--- config.mk ---
export PLATFORM = sky130hd
export DESIGN_NAME = pid_gain_loader
export DESIGN_NICKNAME = d
export VERILOG_FILES = /design/src/rtl/pid_pkg.sv /design/src/rtl/pid_gain_loader.sv
export SDC_FILE = /design/constraint.sdc
export NUM_CORES = 1
export LEC_CHECK = 0
export CORE_ASPECT_RATIO = 0.6
export CORE_MARGIN = 5
export CORE_UTILIZATION = 49
export CTS_CLUSTER_SIZE = 40
export DETAILED_ROUTE_END_ITERATION = 8
export GPL_ROUTABILITY_DRIVEN = 0
export PLACE_DENSITY_LB_ADDON = 0.15
export SLEW_MARGIN = 10
export SYNTH_ARGS = -nofsm -noshare
export SYNTH_HDL_FRONTEND = slang
export SYNTH_SLANG_ARGS = --single-unit
--- constraint.sdc ---
create_clock -name clk -period 2.2 [get_ports clk]
set_input_delay 0.22 -clock clk [delete_from_list [all_inputs] [get_ports clk]]
set_output_delay 0.22 -clock clk [all_outputs]
set_load 0.005 [all_outputs]
--- src/rtl/pid_pkg.sv ---
// Shared definitions for the PID controller and its host-side gain loader.
// The gain-code constants here must match the controller's decode table.
package pid_pkg;

    localparam int GAIN_CODE_W = 4;
    localparam int DATA_W      = 8;

    localparam logic [GAIN_CODE_W-1:0] GAIN_CODE_ZERO = 4'd0;
    localparam logic [GAIN_CODE_W-1:0] GAIN_CODE_DEF  = 4'd10;
    localparam logic [GAIN_CODE_W-1:0] GAIN_CODE_MAX  = 4'd15;

    localparam logic [2:0] ST_IDLE    = 3'd0;
    localparam logic [2:0] ST_PULSE   = 3'd1;
    localparam logic [2:0] ST_SEND_KP = 3'd2;
    localparam logic [2:0] ST_SEND_KI = 3'd3;
    localparam logic [2:0] ST_SEND_KD = 3'd4;
    localparam logic [2:0] ST_RUN     = 3'd5;

    typedef enum logic [2:0] {
        S_IDLE    = ST_IDLE,
        S_PULSE   = ST_PULSE,
        S_SEND_KP = ST_SEND_KP,
        S_SEND_KI = ST_SEND_KI,
        S_SEND_KD = ST_SEND_KD,
        S_RUN     = ST_RUN
    } pid_state_e;

    // A gain code travels on the low nibble of the setpoint bus.
    function automatic logic [DATA_W-1:0] gain_to_bus(input logic [GAIN_CODE_W-1:0] code);
        return {{(DATA_W-GAIN_CODE_W){1'b0}}, code};
    endfunction

endpackage

--- src/rtl/pid_gain_loader.sv ---
// Host-side sequencer: pulses the PID controller into reset, streams Kp/Ki/Kd
// over its setpoint bus, then hands the bus over to live setpoint traffic.
module pid_gain_loader
    import pid_pkg::*;
#(
    parameter int unsigned             RST_CYCLES = 2,
    parameter bit                      SKIP_KI    = 1'b0,
    parameter bit                      AUTO_START = 1'b0,
    parameter logic [GAIN_CODE_W-1:0]  DEF_KP     = GAIN_CODE_DEF,
    parameter logic [GAIN_CODE_W-1:0]  DEF_KI     = GAIN_CODE_DEF,
    parameter logic [GAIN_CODE_W-1:0]  DEF_KD     = GAIN_CODE_DEF,
    parameter logic [DATA_W-1:0]       DEF_SP     = 8'd0
) (
    input  logic                   clk,
    input  logic                   rst_n,
    input  logic                   cfg_valid,
    output logic                   cfg_ready,
    input  logic [GAIN_CODE_W-1:0] kp_code,
    input  logic [GAIN_CODE_W-1:0] ki_code,
    input  logic [GAIN_CODE_W-1:0] kd_code,
    input  logic                   sp_valid,
    input  logic [DATA_W-1:0]      sp_in,
    output logic                   pid_rst_n,
    output logic [DATA_W-1:0]      setpoint_out,
    output logic                   busy,
    output logic                   running,
    output logic                   load_done
);

    localparam logic [3:0] RST_LOAD = 4'(RST_CYCLES);

    pid_state_e             state_reg, state_next;
    logic [3:0]             cnt_reg, cnt_next;
    logic [GAIN_CODE_W-1:0] kp_reg, kp_next;
    logic [GAIN_CODE_W-1:0] ki_reg, ki_next;
    logic [GAIN_CODE_W-1:0] kd_reg, kd_next;
    logic [DATA_W-1:0]      sp_reg, sp_next;
    logic                   auto_pend_reg;

    logic                   pid_rst_n_reg, pid_rst_n_next;
    logic [DATA_W-1:0]      setpoint_reg, setpoint_next;
    logic                   cfg_ready_reg, cfg_ready_next;
    logic                   busy_reg, busy_next;
    logic                   running_reg, running_next;
    logic                   load_done_reg, load_done_next;

    logic                   accept;

    assign accept = cfg_valid & cfg_ready_reg;

    // Next-state and datapath capture.
    always_comb begin
        state_next = state_reg;
        cnt_next   = cnt_reg;
        kp_next    = kp_reg;
        ki_next    = ki_reg;
        kd_next    = kd_reg;
        sp_next    = sp_valid ? sp_in : sp_reg;

        case (state_reg)
            S_IDLE, S_RUN: begin
                if (auto_pend_reg) begin
                    state_next = S_PULSE;
                    cnt_next   = RST_LOAD;
                end else if (accept) begin
                    kp_next    = kp_code;
                    ki_next    = ki_code;
                    kd_next    = kd_code;
                    state_next = S_PULSE;
                    cnt_next   = RST_LOAD;
                end
            end
            S_PULSE: begin
                if (cnt_reg <= 4'd1) begin
                    state_next = S_SEND_KP;
                end else begin
                    cnt_next = cnt_reg - 4'd1;
                end
            end
            S_SEND_KP: state_next = SKIP_KI ? S_SEND_KD : S_SEND_KI;
            S_SEND_KI: state_next = S_SEND_KD;
            S_SEND_KD: state_next = S_RUN;
            default:   state_next = S_IDLE;
        endcase
    end

    // Outputs are registered from the next state so they line up with it.
    always_comb begin
        pid_rst_n_next = 1'b0;
        setpoint_next  = '0;
        cfg_ready_next = 1'b0;
        busy_next      = 1'b0;
        running_next   = 1'b0;
        load_done_next = 1'b0;

        case (state_next)
            S_IDLE: cfg_ready_next = 1'b1;
            S_PULSE: busy_next = 1'b1;
            S_SEND_KP: begin
                pid_rst_n_next = 1'b1;
                busy_next      = 1'b1;
                setpoint_next  = gain_to_bus(kp_next);
            end
            S_SEND_KI: begin
                pid_rst_n_next = 1'b1;
                busy_next      = 1'b1;
                setpoint_next  = gain_to_bus(ki_next);
            end
            S_SEND_KD: begin
                pid_rst_n_next = 1'b1;
                busy_next      = 1'b1;
                setpoint_next  = gain_to_bus(kd_next);
            end
            S_RUN: begin
                pid_rst_n_next = 1'b1;
                cfg_ready_next = 1'b1;
                running_next   = 1'b1;
                setpoint_next  = sp_next;
                load_done_next = (state_reg != S_RUN);
            end
            default: cfg_ready_next = 1'b0;
        endcase
    end

    always_ff @(posedge clk or negedge rst_n) begin
        if (!rst_n) begin
            state_reg     <= S_IDLE;
            cnt_reg       <= '0;
            kp_reg        <= DEF_KP;
            ki_reg        <= DEF_KI;
            kd_reg        <= DEF_KD;
            sp_reg        <= DEF_SP;
            auto_pend_reg <= AUTO_START;
            pid_rst_n_reg <= 1'b0;
            setpoint_reg  <= '0;
            cfg_ready_reg <= !AUTO_START;
            busy_reg      <= 1'b0;
            running_reg   <= 1'b0;
            load_done_reg <= 1'b0;
        end else begin
            state_reg     <= state_next;
            cnt_reg       <= cnt_next;
            kp_reg        <= kp_next;
            ki_reg        <= ki_next;
            kd_reg        <= kd_next;
            sp_reg        <= sp_next;
            auto_pend_reg <= 1'b0;
            pid_rst_n_reg <= pid_rst_n_next;
            setpoint_reg  <= setpoint_next;
            cfg_ready_reg <= cfg_ready_next;
            busy_reg      <= busy_next;
            running_reg   <= running_next;
            load_done_reg <= load_done_next;
        end
    end

    assign pid_rst_n    = pid_rst_n_reg;
    assign setpoint_out = setpoint_reg;
    assign cfg_ready    = cfg_ready_reg;
    assign busy         = busy_reg;
    assign running      = running_reg;
    assign load_done    = load_done_reg;

endmodule
Word-level counts from Yosys, hierarchy flattened
Index checks and enable logic that the tools add are counted.

Latch bits: 0. Memories kept: 0. Bits in writable memories: 0. Logic and storage cells: 55. Output and inout port bits: 13. Memory bits (read-only): 0. Bits of input ports: 24. Register bits after elaboration: 40.

Divide/modulo/power cells: 0. Bitwise operators: 1. Multipliers: 0. Eq/ne operators: 13. $add $sub $neg: 1. Mux-type cells: 19. Shifts and indexed selects: 0. Reduce and logical (&&, ||, !) cells: 8. $lt $le $gt $ge: 1.

Operators with widths (number): $mux W4 (8); $pmux W8 S4 (1); $pmux W3 S5 (1); $eq A3 B2 Y1 const B (4); $eq A3 B3 Y1 const B (4); $mux W8 (1); $pmux W4 S2 (1); $reduce_or A4 Y1 (2); $eq A3 B1 Y1 const B (2); $logic_not A3 Y1 (2); $mux W3 (2); $mux W1 (5); $le A4 B1 Y1 const B (1); $ne A2 B2 Y1 const B (2); $reduce_or A2 Y1 (2); $sub A4 B1 Y4 const B (1); $ne A3 B3 Y1 const B (1); $reduce_and A3 Y1 (1); $reduce_bool A2 Y1 (1); $and A1 B1 Y1 (1).

Logic depth before layout (Yosys ltp)
Depth in word-level cells: 6. Gate-level depth with buffers: 6. Mapped depth without buffers: 6.

Worst setup path before layout
No wires, ideal clock.

Path type: register to register. From: reg state_reg[0]. To: reg setpoint_reg[3] (netlist: setpoint_out[3]). Period minus slack after synthesis: 1838 ps. Setup slack: 362 ps. Data arrival time: 1712 ps. Stages on the path, launching flop included: 5. Path through: dfrtp_1 or2_4 a211oi_4 mux2_2 a221o_1.

Elaborated cells between the ends (all ways): 18. Classes of those cells: eq/ne (9); mux (7); reduce/logical (2).

RTL lines: start, declared (RTL line pid_gain_loader.sv:32) `pid_state_e state_reg, state_next;`; start signal, assigned (RTL line pid_gain_loader.sv:141) `state_reg <= state_next;`; $eq A3 B3 Y1 / $logic_not A3 Y1 (equally long branches) (RTL line pid_gain_loader.sv:60) `case (state_reg)`; $reduce_or A2 Y1 (*) (RTL line pid_gain_loader.sv:60); $mux W4 (*) (RTL line pid_gain_loader.sv:60); net kp_next[3] (RTL line pid_gain_loader.sv:34) `logic [GAIN_CODE_W-1:0] kp_reg, kp_next;`; $pmux W8 S4 (*) (RTL line pid_gain_loader.sv:96) `case (state_next)`; net setpoint_next[3] (RTL line pid_gain_loader.sv:41) `logic [DATA_W-1:0] setpoint_reg, setpoint_next;`; end signal, assigned (RTL line pid_gain_loader.sv:149) `setpoint_reg <= setpoint_next;`; end, declared (RTL line pid_gain_loader.sv:41).

Mark *: on every way through the listed nets, which the timed path passes. The rest lies on a longest branch. A chain may end at the register's enable or synchronous reset.

Final worst setup path
Same ends and word-level chain as after synthesis.

==> results.sh <==
export IMPL_status="complete, no violations"
export IMPL_clkLatencyLatePin_ns=0.28
export IMPL_async_reset_ff_frac=1.000
export IMPL_root_buffer="clkbuf_8"
export IMPL_cts_sinks=40
export IMPL_hpwl_um=2556
export IMPL_rows=16
export IMPL_wl_um=3406
export IMPL_cts_buffers=5
export IMPL_rr_worst_depth=4
export IMPL_slew_headroom=0.4125
export IMPL_wl_met2_um=1606
export IMPL_diodes=0
export IMPL_die_width_um=85.74
export IMPL_dpl_cell_area_um2=2096
export IMPL_fill_cells=249
export IMPL_dieHeight_um=55.45
export IMPL_ff_latch_area_um2=1010
export IMPL_mostFrequentLayoutCell="clkdlybuf4s50_1"
export IMPL_ir_worst_vdd_mv=0.5500
export IMPL_grt_pass1_wl_um=5989
export IMPL_critical_path_max_fanout=6
export IMPL_cellPowerDensity_nw_per_um2=1292
export IMPL_grt_max_degree=41
export IMPL_rsz0062_at_grt="false"
export IMPL_finalSetupTns_ns=0
export IMPL_syn_area_um2=1687
export IMPL_ant_nets=0
export IMPL_synth_edf_count=0
export IMPL_via_per_inst=5.278
export IMPL_cp_end_kind="flip-flop"
export IMPL_final_max_slew_viol_count=0
export IMPL_postCtsHoldBufs=0
export IMPL_synthesis_nets=154
export IMPL_vias=1140
export IMPL_wl_met1_um=1578
export IMPL_post_cts_buffers=0
export IMPL_clk_pin_slew_ns=0.07
export IMPL_track_usage=0.1601
export IMPL_grt_overflow_total=0
export IMPL_first_global_vias=1270
export IMPL_static_leakage_power_nw=0.9485
export IMPL_r2r_start="state_reg[0]"
export IMPL_cp_data_arrival_time_ns=2.10
export IMPL_cts_repair_resized=0
export IMPL_worst_setup_path_start_kind="flip-flop"
export IMPL_synth_distinct_cells=31
export IMPL_synth_top_flop_cell="dfrtp_1"
export IMPL_fin_crit_ns=1.935
export IMPL_r2r_setup_slack_ns=0.26
export IMPL_netlist_instances=128
export IMPL_wl_per_cell_um=15.77
export IMPL_final_hold_viol_count=0
export IMPL_tritoncts="built"
export IMPL_io_buffers=36
export IMPL_ys_warn_count=0
export IMPL_fin_skew_ns=0.005488
export IMPL_hold_class="input pin to asynchronous set/reset pin"
export IMPL_layout_nets=196
export IMPL_io_pins=37
export IMPL_syn_to_final_growth_pct=30.19
export IMPL_antenna_found_initial=0
export IMPL_avgSynthCellArea_um2=13.18
export IMPL_firstDrtPassIters=4
export IMPL_r2r_end="setpoint_out[3]"
export IMPL_routed_top_layer="met4"
export IMPL_tightest_slew_ns=0.8772
export IMPL_placed_cells=208
export IMPL_max_cap_viol_count=0
export IMPL_clock_fmax_mhz=516.7
export IMPL_synth_seq_cells=40
export IMPL_die_area_um2=4754
export IMPL_met3WireLength_um=192
export IMPL_clk_path_buf_depth=2
export IMPL_drt_iter0_drc=71
export IMPL_layout_drive_gt1_share=0.2573
export IMPL_final_cell_mix="clkdlybuf4s50_1, dfrtp_1, mux2_2"
export IMPL_period_share=0.8797
export IMPL_critPathRequiredTime_ns=2.37
export IMPL_htree_levels=2
export IMPL_instances_no_fill=216
export IMPL_start_util=0.5137
export IMPL_ys_seq_area_frac=0.5987
export IMPL_finalInstanceArea_um2=2196
export IMPL_criticalPathCategory="flip-flop to flip-flop"
export IMPL_core_um2=3283
export IMPL_multi_input_area_um2=633.1
export IMPL_finalSetupViolations=0
export IMPL_drc=0
## critical path: stages, from the launching register on
cell      delay (ns)
dfrtp_1         0.45
or2_4           0.30
a211oi_4        0.34
mux2_2          0.39
a221o_1         0.34
## metrics by stage
| stage | util | total power [mW] | setup slack (ns) | hold WS, ns |
|---|---|---|---|---|
| 2_1_floorplan | - | 1.914 | 0.3618 | -0.07559 |
| 3_3_place_gp | 0.6383 | 2.252 | 0.2037 | 0.3639 |
| 3_5_place_dp | 0.6383 | 2.330 | 0.1701 | 0.3759 |
| 4_1_cts | 0.6688 | 2.857 | 0.2621 | 0.06365 |
| 5_1_grt | 0.6688 | 3.039 | 0.1321 | 0.1200 |
| 6_report | 0.6688 | 2.837 | 0.2646 | 0.04511 |
## cells in the mapped netlist, drive strengths merged (2+ instances only)
master	count	area [µm²]
nor2b	3	18.77
buf	3	21.27
a21o	3	22.52
or2	2	15.02
nand2b	2	12.51
o21ai	3	15.01
and2	4	25.02
a21oi	6	30.03
nand3	2	10.01
nor3	4	20.02
dfrtp	33	825.8
inv	5	18.76
ha	2	25.02
a221o	4	40.04
nor2	6	22.52
nand2	3	11.26
mux2i	4	40.04
dfstp	7	183.9
mux2	22	247.7
a31oi	2	12.51
## report_power, final
group / internal (mW) / switching [mW]
sequential: 1.05 / 0.165
combinational: 0.597 / 0.507
clock: 0.286 / 0.229
## logic make-up after synthesis
logic type,after synthesis,share of synthesized area
buffers and inverters,9,0.02596
and+or+nand+nor,28,0.08828
DFF,40,0.5987
muxes,26,0.1706
adders and majority gates,2,0.01483
AOI/OAI and AO/OA,23,0.1016
## worst max path at each step
stage	startpoint	to	slack, ns	cells after the start
floorplan	state_reg[0]	setpoint_out[3]	0.36	4
global placement	cfg_valid	setpoint_out[3]	0.20	5
detailed placement	cfg_valid	setpoint_out[3]	0.17	5
CTS	state_reg[0]	setpoint_out[3]	0.26	4
global route	cnt_reg[0]	cnt_reg[3]	0.13	6
finish	state_reg[0]	setpoint_out[3]	0.26	4
## metal layers
metal	vias up	GRT usage
met5	-	0
li1	541	-
met4	0	0.04740
met3	5	0.04606
met1	565	0.2087
met2	29	0.2588
## layout make-up
| type | count | area share |
|---|---|---|
| repair buffers | 39 | 0.1721 |
| inverters | 5 | 0.008547 |
| multi-input cells | 79 | 0.2883 |
| clock buffers | 8 | 0.04558 |
| flip-flops and latches | 40 | 0.4598 |
| well taps | 45 | 0.02564 |
No activity file was read; power rests on OpenSTA's default activity.
